==> src/rtl/video_timing_if.sv <==
// Pixel-coordinate and video-output bundle for the raster timing generator.
// master: timing generator side; slave: pixel source / video sink side.
interface video_timing_if #(
   parameter int unsigned X_WIDTH = 11,
   parameter int unsigned Y_WIDTH = 10
) ();

   logic [X_WIDTH-1:0] x;
   logic [Y_WIDTH-1:0] y;
   logic [7:0]         in_r;
   logic [7:0]         in_g;
   logic [7:0]         in_b;
   logic [7:0]         r;
   logic [7:0]         g;
   logic [7:0]         b;
   logic               hsync;
   logic               vsync;
   logic               de;
   logic               frame_start;

   modport master (
      output x, y, r, g, b, hsync, vsync, de, frame_start,
      input  in_r, in_g, in_b
   );

   modport slave (
      input  x, y, r, g, b, hsync, vsync, de, frame_start,
      output in_r, in_g, in_b
   );

endinterface

==> src/rtl/video_timing.sv <==
// Free-running raster timing generator: requests pixels by x/y, registers colour and syncs.
// Optional VIDEO_TIMING_BLANK_EN forces registered colour to black outside the active area.
module video_timing #(
   parameter int unsigned HOR_ACTIVE_PIXELS = 1280,
   parameter int unsigned HOR_FRONT_PORCH   = 110,
   parameter int unsigned HOR_SYNC_PULSE    = 40,
   parameter int unsigned HOR_BACK_PORCH    = 220,
   parameter int unsigned VER_ACTIVE_PIXELS = 720,
   parameter int unsigned VER_FRONT_PORCH   = 5,
   parameter int unsigned VER_SYNC_PULSE    = 5,
   parameter int unsigned VER_BACK_PORCH    = 20,
   parameter bit          HSYNC_POLARITY    = 1'b1,
   parameter bit          VSYNC_POLARITY    = 1'b1
) (
   input logic            clk,
   input logic            rst_n,
   video_timing_if.master vid
);

   localparam int unsigned H_TOTAL = HOR_ACTIVE_PIXELS + HOR_FRONT_PORCH + HOR_SYNC_PULSE
                                     + HOR_BACK_PORCH;
   localparam int unsigned V_TOTAL = VER_ACTIVE_PIXELS + VER_FRONT_PORCH + VER_SYNC_PULSE
                                     + VER_BACK_PORCH;
   localparam int unsigned X_WIDTH = $clog2(HOR_ACTIVE_PIXELS);
   localparam int unsigned Y_WIDTH = $clog2(VER_ACTIVE_PIXELS);
   localparam int unsigned HW      = $clog2(H_TOTAL);
   localparam int unsigned VW      = $clog2(V_TOTAL);

   localparam logic [HW-1:0] H_ACT      = HW'(HOR_ACTIVE_PIXELS);
   localparam logic [HW-1:0] H_SYNC_BEG = HW'(HOR_ACTIVE_PIXELS + HOR_FRONT_PORCH);
   localparam logic [HW-1:0] H_SYNC_END = HW'(HOR_ACTIVE_PIXELS + HOR_FRONT_PORCH
                                              + HOR_SYNC_PULSE);
   localparam logic [HW-1:0] H_LAST     = HW'(H_TOTAL - 1);
   localparam logic [VW-1:0] V_ACT      = VW'(VER_ACTIVE_PIXELS);
   localparam logic [VW-1:0] V_SYNC_BEG = VW'(VER_ACTIVE_PIXELS + VER_FRONT_PORCH);
   localparam logic [VW-1:0] V_SYNC_END = VW'(VER_ACTIVE_PIXELS + VER_FRONT_PORCH
                                              + VER_SYNC_PULSE);
   localparam logic [VW-1:0] V_LAST     = VW'(V_TOTAL - 1);

   if (HOR_ACTIVE_PIXELS < 2 || VER_ACTIVE_PIXELS < 2) begin : g_bad_active
      $error("video_timing: active pixels/lines must be at least 2");
   end
   if (HOR_FRONT_PORCH < 1 || HOR_SYNC_PULSE < 1 || HOR_BACK_PORCH < 1 ||
       VER_FRONT_PORCH < 1 || VER_SYNC_PULSE < 1 || VER_BACK_PORCH < 1) begin : g_bad_blank
      $error("video_timing: porch and sync widths must be at least 1");
   end

   logic [HW-1:0] h_cnt_q;
   logic [VW-1:0] v_cnt_q;
   logic          h_act;
   logic          v_act;
   logic          active;
   logic          hs0;
   logic          vs0;
   logic          first_pix;
   logic          h_wrap;
   logic [7:0]    r_d, g_d, b_d;
   logic [7:0]    r_q, g_q, b_q;
   logic          hsync_q;
   logic          vsync_q;
   logic          de_q;
   logic          frame_start_q;

   always_comb begin
      h_act     = h_cnt_q < H_ACT;
      v_act     = v_cnt_q < V_ACT;
      active    = h_act && v_act;
      hs0       = (h_cnt_q >= H_SYNC_BEG) && (h_cnt_q < H_SYNC_END);
      vs0       = (v_cnt_q >= V_SYNC_BEG) && (v_cnt_q < V_SYNC_END);
      first_pix = (h_cnt_q == '0) && (v_cnt_q == '0);
      h_wrap    = h_cnt_q == H_LAST;
   end

   // Each axis clamps independently so the pixel source never sees an out-of-range coordinate.
   assign vid.x = h_act ? h_cnt_q[X_WIDTH-1:0] : '0;
   assign vid.y = v_act ? v_cnt_q[Y_WIDTH-1:0] : '0;

   always_comb begin
`ifdef VIDEO_TIMING_BLANK_EN
      r_d = active ? vid.in_r : 8'h00;
      g_d = active ? vid.in_g : 8'h00;
      b_d = active ? vid.in_b : 8'h00;
`else
      r_d = vid.in_r;
      g_d = vid.in_g;
      b_d = vid.in_b;
`endif
   end

   always_ff @(posedge clk or negedge rst_n) begin
      if (!rst_n) begin
         h_cnt_q <= '0;
         v_cnt_q <= '0;
      end else if (h_wrap) begin
         h_cnt_q <= '0;
         v_cnt_q <= (v_cnt_q == V_LAST) ? '0 : v_cnt_q + 1'b1;
      end else begin
         h_cnt_q <= h_cnt_q + 1'b1;
      end
   end

   always_ff @(posedge clk or negedge rst_n) begin
      if (!rst_n) begin
         r_q           <= '0;
         g_q           <= '0;
         b_q           <= '0;
         de_q          <= 1'b0;
         hsync_q       <= ~HSYNC_POLARITY;
         vsync_q       <= ~VSYNC_POLARITY;
         frame_start_q <= 1'b0;
      end else begin
         r_q           <= r_d;
         g_q           <= g_d;
         b_q           <= b_d;
         de_q          <= active;
         hsync_q       <= hs0 ? HSYNC_POLARITY : ~HSYNC_POLARITY;
         vsync_q       <= vs0 ? VSYNC_POLARITY : ~VSYNC_POLARITY;
         frame_start_q <= first_pix;
      end
   end

   assign vid.r           = r_q;
   assign vid.g           = g_q;
   assign vid.b           = b_q;
   assign vid.de          = de_q;
   assign vid.hsync       = hsync_q;
   assign vid.vsync       = vsync_q;
   assign vid.frame_start = frame_start_q;

endmodule
==> src/flat_wrapper.sv <==
// flat-port wrapper written by rule: the top's interface ports become plain ports
module video_timing_flat 
#(
   parameter int unsigned HOR_ACTIVE_PIXELS = 1280,
   parameter int unsigned HOR_FRONT_PORCH   = 110,
   parameter int unsigned HOR_SYNC_PULSE    = 40,
   parameter int unsigned HOR_BACK_PORCH    = 220,
   parameter int unsigned VER_ACTIVE_PIXELS = 720,
   parameter int unsigned VER_FRONT_PORCH   = 5,
   parameter int unsigned VER_SYNC_PULSE    = 5,
   parameter int unsigned VER_BACK_PORCH    = 20,
   parameter bit          HSYNC_POLARITY    = 1'b1,
   parameter bit          VSYNC_POLARITY    = 1'b1
)
  (clk, rst_n, vid_x, vid_y, vid_r, vid_g, vid_b, vid_hsync, vid_vsync, vid_de, vid_frame_start, vid_in_r, vid_in_g, vid_in_b);
  video_timing_if vid_i ();
  input logic clk;
  input logic rst_n;
  output wire logic [$bits(vid_i.x)-1:0] vid_x;
  output wire logic [$bits(vid_i.y)-1:0] vid_y;
  output wire logic [$bits(vid_i.r)-1:0] vid_r;
  output wire logic [$bits(vid_i.g)-1:0] vid_g;
  output wire logic [$bits(vid_i.b)-1:0] vid_b;
  output wire logic [$bits(vid_i.hsync)-1:0] vid_hsync;
  output wire logic [$bits(vid_i.vsync)-1:0] vid_vsync;
  output wire logic [$bits(vid_i.de)-1:0] vid_de;
  output wire logic [$bits(vid_i.frame_start)-1:0] vid_frame_start;
  input wire logic [$bits(vid_i.in_r)-1:0] vid_in_r;
  input wire logic [$bits(vid_i.in_g)-1:0] vid_in_g;
  input wire logic [$bits(vid_i.in_b)-1:0] vid_in_b;
  assign vid_x = vid_i.x;
  assign vid_y = vid_i.y;
  assign vid_r = vid_i.r;
  assign vid_g = vid_i.g;
  assign vid_b = vid_i.b;
  assign vid_hsync = vid_i.hsync;
  assign vid_vsync = vid_i.vsync;
  assign vid_de = vid_i.de;
  assign vid_frame_start = vid_i.frame_start;
  assign vid_i.in_r = vid_in_r;
  assign vid_i.in_g = vid_in_g;
  assign vid_i.in_b = vid_in_b;
  video_timing #(.HOR_ACTIVE_PIXELS(HOR_ACTIVE_PIXELS), .HOR_FRONT_PORCH(HOR_FRONT_PORCH), .HOR_SYNC_PULSE(HOR_SYNC_PULSE), .HOR_BACK_PORCH(HOR_BACK_PORCH), .VER_ACTIVE_PIXELS(VER_ACTIVE_PIXELS), .VER_FRONT_PORCH(VER_FRONT_PORCH), .VER_SYNC_PULSE(VER_SYNC_PULSE), .VER_BACK_PORCH(VER_BACK_PORCH), .HSYNC_POLARITY(HSYNC_POLARITY), .VSYNC_POLARITY(VSYNC_POLARITY)) u_core (.clk(clk), .rst_n(rst_n), .vid(vid_i));
endmodule
==> config.mk <==
export PLATFORM = sky130hd
export DESIGN_NAME = video_timing_flat
export DESIGN_NICKNAME = d
export VERILOG_FILES = /design/src/rtl/video_timing_if.sv /design/src/rtl/video_timing.sv /design/src/flat_wrapper.sv
export SDC_FILE = /design/constraint.sdc
export NUM_CORES = 1
export LEC_CHECK = 0
export ABC_CLOCK_PERIOD_IN_PS = 2300
export BUFFER_PORTS_ARGS = -buffer_cell sky130_fd_sc_hd__buf_2
export CORE_AREA = 4 4 71 73
export DETAILED_ROUTE_END_ITERATION = 10
export DIE_AREA = 0 0 75 77
export PLACE_DENSITY_LB_ADDON = 0.15
export SYNTH_ARGS = -nofsm -noshare
export SYNTH_HDL_FRONTEND = slang
export SYNTH_SLANG_ARGS = --single-unit
==> constraint.sdc <==
create_clock -name clk -period 2.3 [get_ports clk]
set_input_delay 0.115 -clock clk [delete_from_list [all_inputs] [get_ports clk]]
set_output_delay 0.115 -clock clk [all_outputs]
set_load 0.1 [all_outputs]
==> run summary, run 1 <==
Logic pwr share = 15.7%
Diode count = 0
WL final = 5100 um
Fmax achieved = 501 MHz
Final slew viol count = 0
Maximum VDD drop = 0.213 mV
Power Dens Cells = 550 mW/mm^2
Ratio of cells with drive above 1 in the final layout = 31.0%
Vias in the first global route = 1720
Asr flop ratio synth = 100%
Synth unique cells = 34
Port-buffer cells = 74
Clk pwr share = 30.2%
CTS sink cnt = 49
Crit path time final = 2.00 ns
TritonCTS clock tree = yes
Antenna violations before repair = 0
Crit path max fanout = 12
DR WL met2 = 2360 um
Htree depth = 2
Wl on met1 = 2230 um
Switching pwr = 0.485 mW
# DRC = 0
Tcrit/Tclk final = 86.8%
CP max stage delay = 0.52 ns
Routed len/inst = 14.7 um
Post-synthesis area per instance = 11.1 um^2
Final hold slack = 0.263 ns
Die width = 75 um
DRT antenna net count = 0
Via count = 1764
Drt initial violations = 83
Setup crit end kind = output port
EDFF count, synth = 0
First-pass GRT wire length = 8160 um
Power share of the sequential group = 54.1%
TritonCTS buffer count = 5
Sw Share = 29.6%
Cell Area, Synth = 0.00210 mm^2
HPWL Detailed = 3380 um
Synthesis Warnings = 0
Final net count = 326
Core area = 0.00435 mm^2
# setup viols final = 0
Relative slew slack = 66.9%
RePlAce Congestion = 0.869
Post-Syn Instances = 190
Pleak = 1.45 nW
Max Cap Viol = 0
GRT overflow = 0
Critical path launch point type = register
CP required = 2.18 ns
Clock Skew = 0.00531 ns
Fin. Hold Viols = 0
Vias per cell = 5.10
Setup_tns = 0 ns
RSZ-0062 raised after global routing = no
Critical path data arrival time = 1.88 ns
Top layer in use = met4
Clk pin slew, worst setup/hold paths = 0.09 ns
Main synth FF type = dfrtp_1
Internal cell power = 1.15 mW
Clock Latency Late Sink = 0.30 ns
Outcome = finished clean
Worst Path Buf+Inv = 1
Crit-path cells = nor2_1, nor2_1, o21ai_0, and2_1, buf_2
1st-pass router iterations = 4
Row cnt = 24
Sequential area share after synthesis = 58.3%
HP Class = in2async
Die Y = 77 um
Io pins = 75
Syn nets = 223
Critical path's top delay family = flip-flops
Metal3 WL = 450 um
Gr usage total = 18.2%
Setup CP Type = reg2out
Largest net degree at the start of global routing = 33
CP max-delay cell = dfrtp_1
CP dominant cell by count = nor2_1
Root Driver = clkbuf_8
Synthesized flop and latch total = 49
Maximum root-to-sink buffer count = 2
Area growth syn-to-layout = 41.8%
Actual slew at the worst max-slew pin = 0.494 ns
Die area = 0.00578 mm^2
Initial Util = 48.3%
-- flip-flops by register name, indices dropped and copies added (netlist names) --
| register | count |
|---|---|
| u_core.vid.g | 8 |
| u_core.h_cnt_q | 11 |
| u_core.v_cnt_q | 10 |
| u_core.vid.de | 1 |
| u_core.vid.vsync | 1 |
| u_core.vid.frame_start | 1 |
| u_core.vid.r | 8 |
| u_core.vid.hsync | 1 |
| u_core.vid.b | 8 |
-- layout by cell type (no fill, tap or decap), types with 3 or more instances in the layout --
cell | synthesis | final
xnor2_1 | 6 | 6
a31oi_1 | 5 | 5
o21ai_0 | 8 | 8
nand3_1 | 13 | 13
nor2_1 | 13 | 13
inv_1 | 10 | 10
buf_4 | 0 | 4
ha_1 | 7 | 7
buf_2 | 1 | 67
nor2b_1 | 4 | 4
a21oi_1 | 3 | 3
nand2_1 | 9 | 9
dlygate4sd3_1 | 0 | 25
and3_1 | 4 | 4
nor4_1 | 3 | 3
nor3_2 | 2 | 3
and2_1 | 18 | 18
dfrtp_1 | 49 | 49
clkbuf_8 | 0 | 5
buf_12 | 0 | 7
nand4_1 | 6 | 6
-- logic make-up (layout without fill, tap and decap cells) --
kind of cell	count (synthesis)	count (layout)	synth area share, %
compound gates	22	22	6.43
xor+xnor	8	8	3.33
flops	49	49	58.3
fa+ha+maj	7	7	4.17
buf+inv	17	121	3.45
simple gates	83	83	22.3
mux	4	4	2.02
-- final cells by class --
| type | count | area, um^2 |
|---|---|---|
| multi-input combinational | 124 | 808 |
| tap | 52 | 65.1 |
| sequential | 49 | 1230 |
| timing repair buffer | 103 | 756 |
| clock inverter | 2 | 15.0 |
| inverter | 10 | 37.5 |
| fill | 325 | 1370 |
| clock buffer | 6 | 72.6 |
-- power by group through the flow --
stage / combinational [mW] / sequential, mW / clock, mW
after floorplan: 0.000000358 / 1.07 / 0
after global placement: 0.223 / 0.903 / 0
after detailed placement: 0.225 / 0.903 / 0
after CTS: 0.258 / 0.885 / 0.507
after global routing: 0.268 / 0.889 / 0.537
final: 0.257 / 0.887 / 0.495
-- timing repair --
item,4_1_cts,5_1_grt
resized for setup,0,0
hold buffers,25,0
buffers inserted,0,0
hold endpoints to repair,41,0
-- final timing paths --
path | start | end | slack [ns] | cells after the start
max | u_core.v_cnt_q[4]$_DFFE_PN0N_ | vid_y[6] | 0.30 | 5
min | rst_n | u_core.v_cnt_q[2]$_DFFE_PN0N_ | 0.26 | 2
max reg2reg | u_core.h_cnt_q[1]$_DFF_PN0_ | u_core.v_cnt_q[5]$_DFFE_PN0N_ | 0.35 | 7
min reg2reg | u_core.h_cnt_q[0]$_DFF_PN0_ | u_core.h_cnt_q[0]$_DFF_PN0_ | 0.58 | 1
max in group asynchronous | rst_n | u_core.vid.g[6]$_DFF_PN0_ | 1.31 | 3
min in group clk | vid_in_r[6] | u_core.vid.r[6]$_DFF_PN0_ | 0.45 | 2
-- worst register-to-register path: stages (launching register included) --
cell	delay (ns)
dfrtp_1	0.45
inv_1	0.10
ha_1	0.14
nand4b_1	0.16
nor3_2	0.49
buf_4	0.26
a41oi_1	0.12
a31oi_1	0.16
-- per-stage QoR --
step | total power, mW | util [%] | worst slack, ns | instances | instance area (um^2)
global placement | 1.13 | 60.7 | 0.444 | 313 | 2640
global route | 1.69 | 68.4 | 0.115 | 346 | 2980
CTS | 1.65 | 68.4 | 0.297 | 346 | 2980
finish | 1.64 | 68.4 | 0.303 | 346 | 2980
detailed placement | 1.13 | 60.7 | 0.364 | 313 | 2640
floorplan | 1.07 | - | 0.388 | 190 | 2110
-- Yosys cell counts, drive strengths merged, types with 2 or more instances --
master	n	share of area [%]
inv	10	1.8
and3	4	1.2
mux2	2	1.1
xor2	2	0.83
dfrtp	49	58
nor3	5	1.7
and4b	2	0.95
nor2	13	2.3
nor4	3	0.89
clkbuf	5	0.89
nand2	9	1.6
a31oi	5	1.5
or3	3	1.1
a41oi	2	0.83
mux2i	2	0.95
nand4	6	1.8
and2	18	5.4
buf	2	0.77
xnor2	6	2.5
ha	7	4.2
o21ai	8	1.9
nor2b	4	1.2
a21oi	3	0.71
nand3	13	3.1
-- per-layer routing --
metal / track usage (%) / up-vias
met3: 4.71 / 6
met2: 28.7 / 68
li1: - / 856
met1: 24.7 / 834
met5: 0 / -
met4: 4.80 / 0
Note: power is estimated with default switching activity, not from simulation.
==> run 2, diff against run 1 <==
- RECOVER_POWER: default -> 25
==> run summary, run 2 (synthesized netlist as in run 1, its figures left out) <==
Fin. Hold Viols = 0 (unchanged)
Die width = 75 um (unchanged)
Max reg flops = 11 (unchanged)
WL final = 5090 um (about the same)
Post-CTS Resized = 0 (unchanged)
Drt initial violations = 83 (unchanged)
Worst R2R End = u_core.v_cnt_q[5]$_DFFE_PN0N_
Vias per cell = 5.10 (unchanged)
Final Instance Area = 0.00298 mm^2 (about the same)
Worst Setup EP = vid_y[6]
Routed len/inst = 14.7 um (about the same)
Clk pin slew, worst setup/hold paths = 0.09 ns (about the same)
RSZ-0062 raised after global routing = no
Htree depth = 2 (unchanged)
RR Startpoint = u_core.h_cnt_q[1]$_DFF_PN0_
Total area of sequential cells = 0.00123 mm^2 (unchanged)
HP Class = in2reg
Setup slack after layout = 0.303 ns (unchanged)
Initial Util = 48.3% (unchanged)
Clock Latency Late Sink = 0.30 ns (about the same)
Multi-input gate area = 808 um^2 (unchanged)
Vias in the first global route = 1720 (unchanged)
Largest net degree at the start of global routing = 33 (unchanged)
Setup CP Type = reg2out
Maximum VDD drop = 0.213 mV (about the same)
Core area = 0.00435 mm^2 (unchanged)
Io pins = 75 (unchanged)
Diode count = 0 (unchanged)
Actual slew at the worst max-slew pin = 0.949 ns (+0.455 ns)
Critical path launch point type = register
Port-buffer cells = 74 (unchanged)
Crit path time final = 2.00 ns (unchanged)
Biggest registers after layout = u_core.h_cnt_q: 11 flops, u_core.v_cnt_q: 10 flops
Setup crit end kind = output port
Leading cell type in the layout, fill and taps excluded = buf_2
Maximum root-to-sink buffer count = 2 (unchanged)
HPWL Detailed = 3380 um (unchanged)
# DRC = 0 (unchanged)
Clock Skew = 0.00531 ns (unchanged)
Final slew viol count = 0 (unchanged)
Placed Area = 0.00264 mm^2 (unchanged)
Relative slew slack = 36.8% (-30 points)
Critical path data arrival time = 1.88 ns (about the same)
Root Driver = clkbuf_8
Via count = 1764 (unchanged)
Pleak = 1.45 nW (-0.19%)
Power Dens Cells = 550 mW/mm^2 (about the same)
Outcome = finished clean
HP Start = vid_in_r[6]
DP Worst Slack = 0.364 ns (unchanged)
RePlAce Congestion = 0.869 (unchanged)
Fmax achieved = 501 MHz (unchanged)
CP required = 2.18 ns (about the same)
Antenna violations before repair = 0 (unchanged)
Tcrit/Tclk final = 86.8% (unchanged)
Worst r2r path cells = 7 (unchanged)
First-pass GRT wire length = 8160 um (unchanged)
Die area = 0.00578 mm^2 (unchanged)
Row cnt = 24 (unchanged)
Gr usage total = 18.2% (unchanged)
Max Cap Viol = 0 (unchanged)
Area growth syn-to-layout = 41.7% (about the same)
CTS sink cnt = 49 (unchanged)
TritonCTS clock tree = yes
# setup viols final = 0 (unchanged)
GRT overflow = 0 (unchanged)
CP startpoint = u_core.v_cnt_q[4]$_DFFE_PN0N_
Fill cell count = 326 (+0.31%)
Final net count = 326 (unchanged)
Die Y = 77 um (unchanged)
Most frequent cells in the layout = buf_2, dfrtp_1, dlygate4sd3_1
Crit path max fanout = 12 (unchanged)
Most flops, register = u_core.h_cnt_q
1st-pass router iterations = 4 (unchanged)
Ratio of cells with drive above 1 in the final layout = 30.6% (-0.34 points)
DRT antenna net count = 0 (unchanged)
R2r setup slk = 0.35 ns (about the same)
Setup_tns = 0 ns (unchanged)
TritonCTS buffer count = 5 (unchanged)
==> run 2: changes by cell type in the layout (fill, tap and decap cells not counted) <==
cell	previous run	this run
buf_2	67	66
clkbuf_1	1	2
==> run 2: stage by stage <==
stage / power, mW / utilization [%] / std cells / hold slack [ns]
global route: 1.69 / 68.4 / 346 / 0.440
global placement: 1.13 / 60.7 / 313 / 0.0655
CTS: 1.65 / 68.4 / 346 / 0.279
floorplan: 1.07 / - / 190 / -0.181
detailed placement: 1.13 / 60.7 / 313 / 0.0721
finish: 1.64 / 68.4 / 346 / 0.453
==> run 2: worst min path at each step <==
stage,end,cells past startpoint
finish,u_core.vid.r[6]$_DFF_PN0_,2
global route,u_core.vid.r[4]$_DFF_PN0_,2
CTS,u_core.vid.r[5]$_DFF_PN0_,2
detailed placement,u_core.vid.b[5]$_DFF_PN0_,1
global placement,u_core.vid.r[5]$_DFF_PN0_,1
floorplan,u_core.h_cnt_q[0]$_DFF_PN0_,0
==> run 2: cell type report <==
class / count / area share (%)
clock buffers: 6 / 2.44
clock inverters: 2 / 0.504
inverters: 10 / 1.26
multi-input cells: 124 / 27.1
flip-flops and latches: 49 / 41.2
well taps: 52 / 2.18
repair buffers: 103 / 25.3
==> run 2: what timing repair did <==
item	4_1_cts	5_1_grt
setup buffers	0	0
hold endpoints to repair	41	0
hold buffers	25	0
==> run 2: worst max-delay path: stages (launching register included) <==
cell and delay [ns]:
dfrtp_1 0.52, nor2_1 0.22, nor2_1 0.10, o21ai_0 0.18, and2_1 0.14, buf_2 0.42
==> run 2: report_power, final <==
| part | internal [mW] | switching [mW] |
|---|---|---|
| Combinational | 0.0575 | 0.199 |
| Clock | 0.214 | 0.281 |
| Sequential | 0.882 | 0.00490 |
| Total | 1.15 | 0.485 |
==> run 2: metal layers <==
metal / GRT usage (%) / vias to the layer above / share of wire [%]
met3: 4.71 / 6 / 8.8
met5: 0 / - / 0
met2: 28.7 / 68 / 46
met4: 4.80 / 0 / 1.1
li1: - / 856 / -
met1: 24.7 / 834 / 44
